File: config.mk
export PLATFORM = sky130hd
export DESIGN_NAME = icb_osram_wb_flat
export DESIGN_NICKNAME = d
export VERILOG_FILES = /design/src/rtl/icb_osram_wb_pkg.sv /design/src/rtl/icb_osram_wb_if.sv /design/src/rtl/icb_osram_wb.sv /design/src/flat_wrapper.sv
export SDC_FILE = /design/constraint.sdc
export NUM_CORES = 1
export LEC_CHECK = 0
export CELL_PAD_IN_SITES_DETAIL_PLACEMENT = 1
export CELL_PAD_IN_SITES_GLOBAL_PLACEMENT = 2
export CORE_UTILIZATION = 28
export CTS_BUF_LIST = sky130_fd_sc_hd__clkbuf_16
export DETAILED_ROUTE_END_ITERATION = 8
export PLACE_DENSITY_LB_ADDON = 0.2
export SYNTH_ARGS = -nofsm -noshare
export SYNTH_HDL_FRONTEND = slang
export SYNTH_SLANG_ARGS = --single-unit
File: constraint.sdc
create_clock -name clk -period 8 [get_ports clk]
set_clock_uncertainty 0.2 [all_clocks]
set_input_delay 1.6 -clock clk [delete_from_list [all_inputs] [get_ports clk]]
set_output_delay 1.6 -clock clk [all_outputs]
set_load 0.01 [all_outputs]
File: src/rtl/icb_osram_wb_pkg.sv
// ---------------------------------------------------------------------------
// mhsa_wb_pkg
// Shared types and constants for the osram write-back ICB initiator.
//   wb_state_t      : write-back FSM states
//   BYTES_PER_WORD  : byte stride of one osram word in system memory
//   ICB_WMASK_FULL  : byte mask for full 32-bit ICB writes
//   word_byte_addr(): destination byte address of the low/high half of a word
// ---------------------------------------------------------------------------
package mhsa_wb_pkg;

  typedef enum logic [2:0] {
    IDLE,
    RD,
    LAT,
    LO,
    HI,
    DRAIN,
    FIN
  } wb_state_t;

  localparam int         BYTES_PER_WORD = 8;
  localparam logic [3:0] ICB_WMASK_FULL = 4'hF;

  // 32-bit modulo arithmetic: wrapping past 32'hFFFF_FFFF is intentional.
  function automatic logic [31:0] word_byte_addr(input logic [31:0] base,
                                                 input logic [15:0] idx,
                                                 input logic        hi_half);
    return base + (32'(idx) * 32'(BYTES_PER_WORD)) + (hi_half ? 32'd4 : 32'd0);
  endfunction

endpackage

File: src/rtl/icb_osram_wb_if.sv
// ---------------------------------------------------------------------------
// icb_osram_wb_if
// ICB command/response channel bundle.
//   master modport : drives cmd_valid/read/addr/wdata/wmask and rsp_ready
//   slave modport  : drives cmd_ready and rsp_valid/rdata/err
// ---------------------------------------------------------------------------
interface icb_osram_wb_if;

  logic        icb_cmd_valid;
  logic        icb_cmd_ready;
  logic        icb_cmd_read;
  logic [31:0] icb_cmd_addr;
  logic [31:0] icb_cmd_wdata;
  logic [3:0]  icb_cmd_wmask;
  logic        icb_rsp_valid;
  logic        icb_rsp_ready;
  logic [31:0] icb_rsp_rdata;
  logic        icb_rsp_err;

  modport master (
    output icb_cmd_valid, icb_cmd_read, icb_cmd_addr, icb_cmd_wdata,
           icb_cmd_wmask, icb_rsp_ready,
    input  icb_cmd_ready, icb_rsp_valid, icb_rsp_rdata, icb_rsp_err
  );

  modport slave (
    input  icb_cmd_valid, icb_cmd_read, icb_cmd_addr, icb_cmd_wdata,
           icb_cmd_wmask, icb_rsp_ready,
    output icb_cmd_ready, icb_rsp_valid, icb_rsp_rdata, icb_rsp_err
  );

endinterface

File: src/rtl/icb_osram_wb.sv
// ---------------------------------------------------------------------------
// icb_osram_wb
// Reads word_cnt 64-bit words from the output SRAM and writes each one to
// system memory as two 32-bit ICB writes (low half first) at
// output_base + 8*i and output_base + 8*i + 4. Tracks outstanding write
// responses and pulses done once all of them have returned.
//
// Parameters: OSRAM_AW (osram word-address width, <= 16),
//             MAX_OST  (max commands awaiting response, power of 2, >= 2)
// Ports:
//   clk, rst            clock, synchronous active-high reset
//   start               start pulse, ignored while busy
//   output_base         8-byte aligned destination base (sampled on start)
//   word_cnt            number of 64-bit words (sampled on start)
//   busy, done, err     status: busy, one-cycle done, sticky response error
//   osram_addr/rd_en    osram read port (data one cycle after rd_en)
//   osram_rdata         osram read data
//   icb                 ICB master port (icb_osram_wb_if.master)
//
// Build option: define WB_ERR_ABORT_EN to stop issuing new commands after the
// first response error; the transfer then drains and finishes with err set.
// ---------------------------------------------------------------------------
module icb_osram_wb
  import mhsa_wb_pkg::*;
#(
  parameter int OSRAM_AW = 16,
  parameter int MAX_OST  = 4
) (
  input  logic                clk,
  input  logic                rst,
  input  logic                start,
  input  logic [31:0]         output_base,
  input  logic [15:0]         word_cnt,
  output logic                busy,
  output logic                done,
  output logic                err,
  output logic [OSRAM_AW-1:0] osram_addr,
  output logic                osram_rd_en,
  input  logic [63:0]         osram_rdata,
  icb_osram_wb_if.master      icb
);

  localparam int               OST_W    = $clog2(MAX_OST) + 1;
  localparam logic [OST_W-1:0] OST_FULL = OST_W'(MAX_OST);

  wb_state_t        state_reg, state_next;
  logic [31:0]      base_reg;
  logic [15:0]      cnt_reg;
  logic [15:0]      idx_reg;
  logic [63:0]      hold_reg;
  logic [OST_W-1:0] ost_reg;
  logic             err_reg;
  logic             busy_reg;
  logic             done_reg;

  logic             start_acc;
  logic             cmd_hs;
  logic             rsp_hs;
  logic             ost_full;
  logic             issue_ok;
  logic             abort_now;
  logic             cmd_valid;
  logic [31:0]      cmd_addr;
  logic [31:0]      cmd_wdata;
  logic             rd_en;
  logic             unused_rsp_rdata;

  assign start_acc = (state_reg == IDLE) && start;
  assign cmd_hs    = cmd_valid && icb.icb_cmd_ready;
  assign rsp_hs    = icb.icb_rsp_valid && icb.icb_rsp_ready;
  assign ost_full  = (ost_reg == OST_FULL);

`ifdef WB_ERR_ABORT_EN
  // Remembers that a command is currently presented without a handshake, so an
  // error arriving meanwhile cannot retract it.
  logic cmd_wait_reg;

  always_ff @(posedge clk) begin
    if (rst) begin
      cmd_wait_reg <= 1'b0;
    end else begin
      cmd_wait_reg <= cmd_valid && !icb.icb_cmd_ready;
    end
  end

  assign issue_ok  = !err_reg || cmd_wait_reg;
  assign abort_now = err_reg && !cmd_wait_reg;
`else
  assign issue_ok  = 1'b1;
  assign abort_now = 1'b0;
`endif

  // State register
  always_ff @(posedge clk) begin
    if (rst) begin
      state_reg <= IDLE;
    end else begin
      state_reg <= state_next;
    end
  end

  // Next state and command/read outputs
  always_comb begin
    state_next = state_reg;
    cmd_valid  = 1'b0;
    rd_en      = 1'b0;
    cmd_addr   = word_byte_addr(base_reg, idx_reg, 1'b0);
    cmd_wdata  = hold_reg[31:0];
    unique case (state_reg)
      IDLE: begin
        if (start) begin
          state_next = (word_cnt == 16'd0) ? FIN : RD;
        end
      end
      RD: begin
        rd_en      = 1'b1;
        state_next = LAT;
      end
      LAT: begin
        state_next = LO;
      end
      LO: begin
        // Valid only rises when a response slot is free, so once up it stays
        // up until accepted (the count cannot grow without a handshake).
        cmd_valid = !ost_full && issue_ok;
        if (abort_now) begin
          state_next = DRAIN;
        end else if (cmd_valid && icb.icb_cmd_ready) begin
          state_next = HI;
        end
      end
      HI: begin
        cmd_addr  = word_byte_addr(base_reg, idx_reg, 1'b1);
        cmd_wdata = hold_reg[63:32];
        cmd_valid = !ost_full && issue_ok;
        if (abort_now) begin
          state_next = DRAIN;
        end else if (cmd_valid && icb.icb_cmd_ready) begin
          state_next = (idx_reg == cnt_reg - 16'd1) ? DRAIN : RD;
        end
      end
      DRAIN: begin
        if (ost_reg == '0) begin
          state_next = FIN;
        end
      end
      FIN: begin
        state_next = IDLE;
      end
      default: begin
        state_next = IDLE;
      end
    endcase
  end

  // Datapath, outstanding counter and status
  always_ff @(posedge clk) begin
    if (rst) begin
      base_reg <= '0;
      cnt_reg  <= '0;
      idx_reg  <= '0;
      hold_reg <= '0;
      ost_reg  <= '0;
      err_reg  <= 1'b0;
      busy_reg <= 1'b0;
      done_reg <= 1'b0;
    end else begin
      done_reg <= (state_reg == FIN);

      if (start_acc) begin
        base_reg <= output_base;
        cnt_reg  <= word_cnt;
        idx_reg  <= '0;
        busy_reg <= 1'b1;
      end else if (state_reg == FIN) begin
        busy_reg <= 1'b0;
      end

      if (state_reg == LAT) begin
        hold_reg <= osram_rdata;
      end

      if ((state_reg == HI) && cmd_hs) begin
        idx_reg <= idx_reg + 16'd1;
      end

      // A response with nothing outstanding is dropped rather than underflowing.
      unique case ({cmd_hs, rsp_hs && (ost_reg != '0)})
        2'b10:   ost_reg <= ost_reg + 1'b1;
        2'b01:   ost_reg <= ost_reg - 1'b1;
        default: ost_reg <= ost_reg;
      endcase

      if (rsp_hs && icb.icb_rsp_err) begin
        err_reg <= 1'b1;
      end else if (start_acc) begin
        err_reg <= 1'b0;
      end
    end
  end

  assign busy             = busy_reg;
  assign done             = done_reg;
  assign err              = err_reg;
  assign osram_addr       = OSRAM_AW'(idx_reg);
  assign osram_rd_en      = rd_en;
  assign icb.icb_cmd_valid = cmd_valid;
  assign icb.icb_cmd_read  = 1'b0;
  assign icb.icb_cmd_addr  = cmd_addr;
  assign icb.icb_cmd_wdata = cmd_wdata;
  assign icb.icb_cmd_wmask = ICB_WMASK_FULL;
  assign icb.icb_rsp_ready = !rst;

  // Write responses carry no data of interest.
  assign unused_rsp_rdata = ^icb.icb_rsp_rdata;

endmodule

File: src/flat_wrapper.sv
// flat-port wrapper written by rule: the top's interface ports become plain ports
module icb_osram_wb_flat import mhsa_wb_pkg::*;
#(
  parameter int OSRAM_AW = 16,
  parameter int MAX_OST  = 4
)
  (clk, rst, start, output_base, word_cnt, busy, done, err, osram_addr, osram_rd_en, osram_rdata, icb_icb_cmd_valid, icb_icb_cmd_read, icb_icb_cmd_addr, icb_icb_cmd_wdata, icb_icb_cmd_wmask, icb_icb_rsp_ready, icb_icb_cmd_ready, icb_icb_rsp_valid, icb_icb_rsp_rdata, icb_icb_rsp_err);
  icb_osram_wb_if icb_i ();
  input  logic clk;
  input  logic rst;
  input  logic start;
  input  logic [31:0] output_base;
  input  logic [15:0] word_cnt;
  output logic busy;
  output logic done;
  output logic err;
  output logic [OSRAM_AW-1:0] osram_addr;
  output logic osram_rd_en;
  input  logic [63:0] osram_rdata;
  output wire logic [$bits(icb_i.icb_cmd_valid)-1:0] icb_icb_cmd_valid;
  output wire logic [$bits(icb_i.icb_cmd_read)-1:0] icb_icb_cmd_read;
  output wire logic [$bits(icb_i.icb_cmd_addr)-1:0] icb_icb_cmd_addr;
  output wire logic [$bits(icb_i.icb_cmd_wdata)-1:0] icb_icb_cmd_wdata;
  output wire logic [$bits(icb_i.icb_cmd_wmask)-1:0] icb_icb_cmd_wmask;
  output wire logic [$bits(icb_i.icb_rsp_ready)-1:0] icb_icb_rsp_ready;
  input wire logic [$bits(icb_i.icb_cmd_ready)-1:0] icb_icb_cmd_ready;
  input wire logic [$bits(icb_i.icb_rsp_valid)-1:0] icb_icb_rsp_valid;
  input wire logic [$bits(icb_i.icb_rsp_rdata)-1:0] icb_icb_rsp_rdata;
  input wire logic [$bits(icb_i.icb_rsp_err)-1:0] icb_icb_rsp_err;
  assign icb_icb_cmd_valid = icb_i.icb_cmd_valid;
  assign icb_icb_cmd_read = icb_i.icb_cmd_read;
  assign icb_icb_cmd_addr = icb_i.icb_cmd_addr;
  assign icb_icb_cmd_wdata = icb_i.icb_cmd_wdata;
  assign icb_icb_cmd_wmask = icb_i.icb_cmd_wmask;
  assign icb_icb_rsp_ready = icb_i.icb_rsp_ready;
  assign icb_i.icb_cmd_ready = icb_icb_cmd_ready;
  assign icb_i.icb_rsp_valid = icb_icb_rsp_valid;
  assign icb_i.icb_rsp_rdata = icb_icb_rsp_rdata;
  assign icb_i.icb_rsp_err = icb_icb_rsp_err;
  icb_osram_wb #(.OSRAM_AW(OSRAM_AW), .MAX_OST(MAX_OST)) u_core (.clk(clk), .rst(rst), .start(start), .output_base(output_base), .word_cnt(word_cnt), .busy(busy), .done(done), .err(err), .osram_addr(osram_addr), .osram_rd_en(osram_rd_en), .osram_rdata(osram_rdata), .icb(icb_i));
endmodule
* Word level (Yosys, flattened, before mapping)
Cells that the tools add are included.
** Word-level totals
- Register bits :: 137
- Word-level logic and storage cells :: 66
** Cells by class
- $add $sub $neg :: 6
- Eq/ne operators :: 14
- Mux-type cells :: 18
- Reductions and logical operators :: 19
** Operators by type and width (count)
- $mux W32 :: 2
- $add A32 B19 Y32 :: 1
- $add A32 B3 Y32 const B :: 1
- $mux W16 :: 2
- $mux W3 :: 6
- $pmux W3 S6 :: 1
- $add A16 B1 Y16 const B :: 1
- $eq A16 B16 Y1 :: 1
- $logic_not A16 Y1 :: 1
- $sub A16 B1 Y16 const B :: 1
- $eq A3 B3 Y1 const B :: 4
- $reduce_bool A2 Y1 :: 4
- $logic_and A1 B1 Y1 :: 7
- $eq A3 B2 Y1 const B :: 2
- $logic_not A3 Y1 :: 2
- $mux W1 :: 6
- $ne A2 B1 Y1 const B :: 3
- $pmux W3 S2 :: 1
- $reduce_and A4 Y1 :: 1
- $add A3 B1 Y3 const B :: 1
- $eq A3 B1 Y1 const B :: 1
- $reduce_bool A3 Y1 :: 1
- $sub A3 B1 Y3 const B :: 1
- $eq A2 B1 Y1 const B :: 1
- 4 further kinds :: 5

* Longest topological paths before layout
Gate-level depths: netlist of the first run.
- Depth after elaboration :: 6
- Mapped depth :: 13
- Mapped depth without buffers :: 13

* Worst setup path before layout of the first run
Ideal clock, no wire load.
- Path type :: register to output
- From :: reg u_core.idx_reg[0] (netlist: u_core.osram_addr[0])
- To :: out icb_icb_cmd_addr[30]
- Data arrival time :: 3139 ps
- Required time :: 6200 ps
- Path slack :: 3061 ps
- Cell stages (with the launch flop) :: 14
- Cell sequence :: dfxtp_1 > ha_1 > inv_1 > fa_1 > and2b_1 > o31ai_4 > a32o_1 > xnor2_1 > nand3_2 > or3_4 > nor3_4 > nand2_2 > and4bb_1 > xnor2_1
** On the way
- Cells in the longest elaborated chain, start to end :: 3
** Ends and longest elaborated chain
- start: declaration :: RTL line icb_osram_wb.sv:49 : logic [15:0] idx_reg;
- start signal: assignment :: RTL line icb_osram_wb.sv:184 : idx_reg <= idx_reg + 16'd1;
- $add A32 B19 Y32 * :: RTL line icb_osram_wb_pkg.sv:28 : return base + (32'(idx) * 32'(BYTES_PER_WORD)) + (hi_half ? 32'd4 : 32'd0);
- $add A32 B3 Y32 :: RTL line icb_osram_wb_pkg.sv:28
- $mux W32 * :: RTL line icb_osram_wb.sv:109 : unique case (state_reg)
- end: declaration :: RTL line flat_wrapper.sv:22 : output wire logic [$bits(icb_i.icb_cmd_addr)-1:0] icb_icb_cmd_addr;
Every way passes the cells marked *; elsewhere a longest branch is shown, timed or not.

* Final worst setup path of the first run
- From :: reg u_core.idx_reg[0] (netlist: u_core.osram_addr[0])
- To :: out icb_icb_cmd_addr[18]
The elaborated chain is that of the path after synthesis.

==> impl_metrics.csv, run 1 <==
group,metric,value,unit
die,floorplan.initialDensity,0.2859,
logic_synthesis,yosys_warnings,0,
clock_tree,post_cts_resized,0,
timing,slew_headroom,0.3733,
final_layout,antenna_cells,0,
final_layout,drive_gt1_frac,0.05134,
global_route,grt_max_degree,72,
logic_synthesis,synthTopCellsByArea,"dfxtp_1 34%, nand2_1 18%, a21oi_1 9.5%, xnor2_1 5.1%, xor2_1 3.2%",
final_layout,layout.nets,1464,
route,vias,8173,
power,p_leak,3.991,nW
route,dr.pass1.iters,4,
route,wl_per_cell,15.93,um
power,pwr_density_cell,179.3,nW/um2
die,fp.dieW,170.7,um
global_route,overflow,0,
final_layout,syn2layout_area_growth,35.79,%
logic_synthesis,postSynthCellCount,1130,
die,ioPinCount,241,
placement,dp_hpwl,19.18,mm
worst_setup_path,critPathMaxStageDelay,550,ps
timing,post-route-min-period,6334,ps
route,drt_wl_total,26.82,mm
route,detail_route.iter0.violations,313,
global_route,antenna_found_initial,3,
global_route,grt_pass1_wl,43.32,mm
clock_tree,cts_root_buf,"clkbuf_16",
final_layout,largest_reg_flops,64,
worst_setup_path,worstSetupPathType,"flop to output pin",
logic_synthesis,synthArstFlopShare,0,
worst_setup_path,critPathRequiredTime,6200,ps
timing,finalSetupViolCount,0,
clock_tree,path_clk_slew,60,ps
clock_tree,postCtsSetupRepairBufs,0,
die,die_h,170.7,um
clock_tree,htree_num_levels,4,
die,fp.coreArea,27860,um2
route,viasPerCell,4.856,
clock_tree,ctsHoldBuffers,0,
placement,gp_congestion,0.8218,
clock_tree,numCtsBuffers,17,
die,dieArea,29120,um2
logic_synthesis,synth-seq-cells,137,
clock_tree,clkLatencyLatePin,440,ps
clock_tree,cts_tree,"built",
min_path,hp-class,"flop to flop",
timing,timing.final.crit_share,0.7917,
logic_synthesis,synth_edf_count,0,
logic_synthesis,yosysSeqAreaShare,0.3444,
logic_synthesis,synth_flop_cell,"dfxtp_1",
power,max-vdd-ir-drop,0.0001162,V
worst_setup_path,cp-end-kind,"output pin",
clock_tree,cts.sinks,137,
timing,finalSetupTns,0,ps
worst_setup_path,critPathTopFamily,"simple AND/OR/NAND/NOR gates",
placement,port_buffers,203,
logic_synthesis,ys_types,69,
route,ant_nets,0,
timing,drv_slew,0,
worst_setup_path,crit_path_max_fanout,6,
run_status,status,"finished, final reports clean",
timing,clock.fmax,157.9,MHz
worst_setup_path,crit_path_cell_trace,"ha_1, inv_1, fa_1, and2b_1, o31ai_4, a32o_1, xnor2_1, nand3_2, nor4_1, nand3_1, o41ai_1, a21oi_1, xnor2_1, clkdlybuf4s50_1",
worst_setup_path,crit_top_cell,"xnor2_1",
logic_synthesis,yosys.area.top_type,"dfxtp_1",
worst_setup_path,timing.critical_path.arrival,4530,ps
clock_tree,cts_max_path_buffers,2,
logic_synthesis,syn_avg_cell_area,7.048,um2
timing,worst_slew_pin_slew,932.9,ps
worst_setup_path,cpMaxStageDelayCell,"clkdlybuf4s50_1",
worst_setup_path,path_buf_inv,2,
die,num_rows,61,
timing,timing.final.hold_violations,0,
job,maxCapViolations,0,
logic_synthesis,synth_top_area_frac,0.3444,
worst_setup_path,startpoint_type,"flop",
global_route,grt_pass1_vias,8271,
route,drcViolationCount,0,
logic_synthesis,syn_area,7964,um2
timing,rsz0062_at_grt,"false",
global_route,track_usage,0.1900,
power,finalPower,0.001939,W
synthesized netlist by cell type, types with 8 or more instances:
cell type  count
a31oi_1        8
ha_1          20
clkbuf_1      58
o21ai_0       25
a21o_1        11
a21oi_1      151
nor4_1        10
nand4_1       10
xnor2_1       46
xor2_1        29
nor2b_1        8
or3_1         11
nor2_1        48
and2_1         9
dfxtp_1      137
and3_1         9
inv_1         14
nor3_1        20
nand2_1      380
or2_2          8
nand3_1       35
logic make-up after synthesis:
logic type	synth area share
flops	0.3444
mux	0.002671
xor+xnor	0.08248
compound gates	0.1709
buf+inv	0.04352
other cells	0.0009430
fa+ha+maj	0.03645
simple gates	0.3186
cell type report:
| type | count | area [um2] |
|---|---|---|
| clock buffers | 17 | 425.4 |
| clock inverters | 15 | 137.6 |
| fillers | 3426 | 17040 |
| inverters | 14 | 52.55 |
| multi-input cells | 912 | 4901 |
| flip-flops and latches | 137 | 2743 |
| well taps | 378 | 473.0 |
| repair buffers | 210 | 2082 |
placed cells by master, fill, tap and decap left out, drive strengths merged, types with 22 or more instances in the layout:
cell / Yosys / layout
inv: 14 / 22
nand3: 36 / 36
xnor2: 46 / 46
o21ai: 25 / 25
nor2: 48 / 48
nand2: 382 / 382
clkdlybuf4s50: 0 / 202
nor3: 22 / 22
dfxtp: 137 / 137
a21oi: 153 / 153
xor2: 29 / 29
layer usage:
layer,wire (um),vias up,GRT usage
met3,1801,23,0.06662
met4,315,2,0.04818
li1,-,4124,-
met2,12500,142,0.3182
met5,11,-,0
met1,12190,3882,0.2302
metrics by stage:
step / worst slack [ps] / util / hold WS, ps / std cells / cell area (um2)
finish: 1666 / 0.3882 / 255.5 / 1683 / 10810
global route: 1313 / 0.3882 / 269.3 / 1683 / 10810
CTS: 1595 / 0.3882 / 258.3 / 1683 / 10810
detailed placement: 2077 / 0.3680 / 247.5 / 1651 / 10250
global placement: 2090 / 0.3680 / 243.3 / 1651 / 10250
floorplan: 3061 / - / 236.6 / 1133 / 7975
tightest hold or removal path: stages (launching register included):
cell and delay (ps):
dfxtp_1 310, nand2_1 50, a21oi_1 50
report_power, final:
group	internal, W	switching, W
Sequential	0.000728	0.0000382
Clock	0.000409	0.000361
Combinational	0.000186	0.000217
final timing paths:
path	from	end	slack (ps)	cells past startpoint
setup / recovery	u_core.osram_addr[0]	icb_icb_cmd_addr[18]	1670	14
hold / removal	u_core.base_reg[0]	u_core.base_reg[0]	260	2
setup reg to reg	u_core.state_reg[2]	u_core.osram_addr[15]	4770	9
hold reg to reg	u_core.base_reg[0]	u_core.base_reg[0]	260	2
Power figures use the tool's default switching activity.
==> run 2, diff against run 1 <==
- CORE_UTILIZATION: 28 -> 26
- clock period: 8 -> 6.5 ns (I/O delays scaled with it)
==> run 2 against run 1 <==
  * Critical path depth stayed put
  * Clock-buffer cell count unchanged
  * Combinational power rose by 23%
  * Final area rose by 0.21%
  * Clock power up 26%
  * Global-route usage is 0.97 points lower
  * Critical endpoint unchanged
  * Register-to-register slack worse by 1600 ps
  * Sequential power grew 23%
  * Total power increased by 24%
  * Flip-flop and latch count is the same
==> impl_metrics.csv, run 2 (same netlist as run 1, synthesis figures left out) <==
group,metric,value,unit
route,viasPerCell,4.808,
timing,post-route-min-period,6068,ps
worst_setup_path,crit_top_cell,"xnor2_1",
power,p_seq_frac,0.392,
worst_setup_path,critPathMaxStageDelay,550,ps
route,ant_nets,0,
job,maxCapViolations,0,
route,drcViolationCount,0,
die,floorplan.initialDensity,0.2666,
clock_tree,postCtsSetupRepairBufs,0,
die,num_rows,63,
route,wl_per_cell,16.30,um
clock_tree,post_cts_resized,0,
worst_setup_path,rrSetupSlack,3150,ps
route,drt_wl_total,27.64,mm
worst_setup_path,r2r_end,"u_core.osram_addr[15]",
timing,whs,255.6,ps
timing,rsz0062_at_grt,"false",
final_layout,mostFrequentLayoutCell,"nand2_1",
timing,timing.final.hold_violations,0,
global_route,antenna_found_initial,6,
worst_setup_path,cp-endpoint,"icb_icb_cmd_addr[18]",
clock_tree,path_clk_slew,60,ps
worst_setup_path,crit_start,"u_core.osram_addr[0]",
power,p_sw_frac,0.3108,
route,dr.pass1.iters,4,
global_route,grt_max_degree,70,
global_route,overflow,0,
min_path,worstHoldPathCells,2,
worst_setup_path,cp-end-kind,"output pin",
route,detail_route.iter0.violations,292,
die,fp.dieW,177.0,um
global_route,track_usage,0.1803,
clock_tree,cts_tree,"built",
clock_tree,cts_max_path_buffers,2,
worst_setup_path,crit_path_max_fanout,6,
clock_tree,numCtsBuffers,17,
final_layout,fillCellCount,3658,
timing,finalSetupViolCount,0,
die,ioPinCount,241,
die,die_h,177.0,um
timing,slew_headroom,0.3935,
placement,gp_congestion,0.7773,
final_layout,largest_reg_flops,64,
power,max-vdd-ir-drop,0.0001715,V
timing,worst_slew_pin_slew,902.8,ps
placement,dp_hpwl,19.71,mm
power,power.internal,0.001659,W
worst_setup_path,startpoint_type,"flop",
clock_tree,ctsHoldBuffers,0,
worst_setup_path,reg2reg_depth,9,
worst_setup_path,cpMaxStageDelayCell,"clkdlybuf4s50_1",
clock_tree,clkLatencyLatePin,430,ps
min_path,hp-class,"flop to flop",
global_route,grt_pass1_vias,8209,
final_layout,final_cell_mix,"380 x nand2_1, 202 x clkdlybuf4s50_1, 151 x a21oi_1",
final_layout,drive_gt1_frac,0.05134,
timing,finalSetupTns,0,ps
global_route,grt_pass1_wl,44.23,mm
die,fp.coreArea,29870,um2
timing,clock.fmax,164.8,MHz
worst_setup_path,timing.rr.start,"u_core.state_reg[2]",
power,pwr_density_cell,222.2,nW/um2
timing,drv_slew,0,
clock_tree,cts.sinks,137,
power,p_switching,0.0007484,W
final_layout,utilization,0.3627,
worst_setup_path,timing.critical_path.arrival,4570,ps
power,p_leak,3.992,nW
power,pwr-share-clk,0.401,
clock_tree,cts_root_buf,"clkbuf_16",
run_status,status,"finished, final reports clean",
power,p_comb_frac,0.206,
worst_setup_path,worstSetupPathType,"flop to output pin",
final_layout,antenna_cells,0,
clock_tree,htree_num_levels,4,
die,dieArea,31330,um2
final_layout,layout.nets,1464,
worst_setup_path,crit_path_cell_trace,"ha_1, inv_1, fa_1, and2b_1, o31ai_4, a32o_1, xnor2_1, nand3_2, nor4_1, nand3_1, o41ai_1, a21oi_1, xnor2_1, clkdlybuf4s50_1",
route,vias,8150,
placement,port_buffers,203,
timing,timing.final.crit_share,0.9336,
worst_setup_path,critPathRequiredTime,5000,ps
final_layout,syn2layout_area_growth,36.07,%
==> run 2: cell count changes in the layout (fill, tap and decap cells not counted) <==
cell       before  now
bufinv_16       0    1
clkinv_4        3    5
inv_8           3    2
clkinv_8        1    0
inv_1          15   14
clkinv_2        0    1
clkinv_1        0    1
inv_6           4    2
==> run 2: worst min path at each step <==
stage	start	to	slack, ps
floorplan	u_core.hold_reg[0]	u_core.hold_reg[0]	240
global route	u_core.hold_reg[4]	u_core.hold_reg[4]	270
finish	u_core.hold_reg[4]	u_core.hold_reg[4]	260
global placement	u_core.base_reg[0]	u_core.base_reg[0]	240
detailed placement	u_core.hold_reg[6]	u_core.hold_reg[6]	250
CTS	u_core.hold_reg[6]	u_core.hold_reg[6]	260
==> run 2: power by group through the flow <==
stage	Combinational (W)	Sequential, W	Clock, W
2_1_floorplan	0.000293	0.000943	0
3_3_place_gp	0.000500	0.000961	0
3_5_place_dp	0.000506	0.000963	0
4_1_cts	0.000509	0.000944	0.00100
5_1_grt	0.000556	0.000952	0.00104
6_report	0.000497	0.000944	0.000967
==> run 2: metal layers <==
layer	share of wire	wire length [um]	GRT usage	vias up
met5	0.0015	41	0	-
met4	0.0086	239	0.03879	6
met3	0.071	1956	0.06658	19
met2	0.47	12970	0.2964	147
met1	0.45	12430	0.2227	3855
li1	-	-	-	4123
==> run 2: worst max-delay path: cells and delay by family, from the launching register on <==
kind                     cells  cell delay (ps)
AND/OR/NAND/NOR              4             1200
adder cells (fa/ha/maj)      2              630
buffers and inverters        2              610
AO/OA/AOI/OAI                4              780
XOR/XNOR                     2              420
flip-flops                   1              500
==> run 2: layout make-up <==
| cell class | count | area (um2) | area share |
|---|---|---|---|
| multi-input cells | 912 | 4901 | 0.4523 |
| inverters | 14 | 52.55 | 0.004849 |
| repair buffers | 210 | 2082 | 0.1921 |
| flip-flops and latches | 137 | 2743 | 0.2531 |
| clock inverters | 15 | 145.1 | 0.01339 |
| well taps | 390 | 488.0 | 0.04503 |
| clock buffers | 17 | 425.4 | 0.03926 |
==> run 2: metrics by stage <==
step | setup WS [ps] | area, um2 | cells | power (W)
6_report | 431.5 | 10840 | 1695 | 0.002408
5_1_grt | 19.68 | 10840 | 1695 | 0.002550
4_1_cts | 346.4 | 10840 | 1695 | 0.002457
3_5_place_dp | 863.3 | 10270 | 1663 | 0.001468
3_3_place_gp | 828.6 | 10270 | 1663 | 0.001462
2_1_floorplan | 1861 | 7975 | 1133 | 0.001236
==> patch (config.mk and constraints of run 2) <==
Add a define of `WB_ERR_ABORT_EN`.
--- a/src/rtl/icb_osram_wb.sv
+++ b/src/rtl/icb_osram_wb.sv
@@ -21,4 +21,6 @@
 // first response error; the transfer then drains and finishes with err set.
 // ---------------------------------------------------------------------------
+`define WB_ERR_ABORT_EN
+
 module icb_osram_wb
   import mhsa_wb_pkg::*;
Behaviour: not the same (Yosys sat finds a counterexample within 4 cycles, from zero or initial values and one cycle with rst high).
==> patch against run 2 <==
Sequential cell count rose by 1; power rose by 4.9%; wire length increased by 5.9%; combinational power is 17% higher; largest power group unchanged; clock power rose by 2%; sequential power up 2.1%; worst setup slack got worse by 0.094 ns; cell area up 5.6%; area after synthesis is 7.2% higher; global-route usage down 0.33 points; fmax fell by 1.5%; critical endpoint is now icb_icb_cmd_addr[25].
==> patch: results (changes against run 2) <==
stage	metric	value	unit	change
synthesis	syn_inst	1187		was 1130
layout	nMultiInputCombCells	953		was 912
worst_setup_path	reg2reg_depth	10		was 9
layout	seq_cells	138		was 137
worst_setup_path	cp.arrival	4.66	ns	was 4.57 ns
route	drt_iter0_drc	323		was 292
layout	fill_cells	3869		was 3658
worst_setup_path	r2r_end	u_core.state_reg[2]		was u_core.osram_addr[15]
global_route	grt_pass1_wl	46900	um	was 44200 um
synthesis	synthMuxAreaShare	0.982	%	was 0.267%
layout	clk_share	5.03	%	was 5.27%
power_and_ir_drop	switching_share	31.1	%	about the same
layout	inv_count	19		was 14
global_route	grtUsageTotal	17.7	%	was 18.0%
global_route	globalRouteMet1Util	21.8	%	was 22.3%
synthesis	synth-compound-area-share	19.3	%	was 17.1%
layout	nonClkBufAreaFrac	18.4	%	was 19.2%
layout	multi_input_area_share	47.0	%	was 45.2%
synthesis	synth.area.top_cells	dfxtp_1 32%, nand2_1 16%, a21oi_1 8.9%		was dfxtp_1 34%, nand2_1 18%, a21oi_1 9.5%
route	top_layer	met4		was met5
synthesis	synthXorXnorAreaFrac	6.57	%	was 8.25%
outcome	status	finished, final reports clean		unchanged
power_and_ir_drop	ir_drop	174	uV	was 171 uV
layout	fin_nets	1514		was 1464
global_route	grt_max_degree	81		was 70
route	dr.pass1.iters	5		was 4
layout	buffers	213		was 210
global_route	groute.layer.met2.usage	28.5	%	was 29.6%
sta	relSlewSlack	36.5	%	was 39.4%
route	drt-met1-wl	13300	um	was 12400 um
[patch: kinds of logic (layout without fill, tap and decap cells)]
logic type               count (synthesis)  count (layout)
multiplexers                             8               8
AND/OR/NAND/NOR                        599             599
buffers and inverters                   99             264
flip-flops                             138             138
adder cells (fa/ha/maj)                 22              22
AO/OA/AOI/OAI                          255             255
other                                    2               7
XOR/XNOR                                64              64
[patch: how the worst min path moves through the flow]
stage | from | end | slack [ns] | cells past startpoint
CTS | u_core.hold_reg[20] | u_core.hold_reg[20] | 0.26 | 2
detailed placement | u_core.hold_reg[20] | u_core.hold_reg[20] | 0.25 | 2
floorplan | u_core.hold_reg[0] | u_core.hold_reg[0] | 0.24 | 2
global route | u_core.hold_reg[0] | u_core.hold_reg[0] | 0.27 | 2
global placement | u_core.hold_reg[61] | u_core.hold_reg[61] | 0.24 | 2
finish | u_core.hold_reg[54] | u_core.hold_reg[54] | 0.25 | 2
[patch: worst min-delay path, cell delays in order (launching register included)]
cell	delay (ns)
dfxtp_1	0.31
nand2_1	0.05
a21oi_1	0.05
[patch: per-stage QoR]
stage / power, mW / instance area (um^2) / setup WS (ns)
3_3_place_gp: 1.56 / 10900 / 0.812
3_5_place_dp: 1.57 / 10900 / 0.766
2_1_floorplan: 1.32 / 8550 / 1.66
5_1_grt: 2.68 / 11400 / 0.0152
6_report: 2.53 / 11400 / 0.337
4_1_cts: 2.58 / 11400 / 0.287
[patch: power by group through the flow]
stage / clock network (mW) / registers (mW) / logic, mW
after global routing: 1.06 / 0.974 / 0.651
after floorplan: 0 / 0.961 / 0.360
after detailed placement: 0 / 0.983 / 0.588
final: 0.982 / 0.964 / 0.580
after global placement: 0 / 0.982 / 0.581
after CTS: 1.02 / 0.964 / 0.592
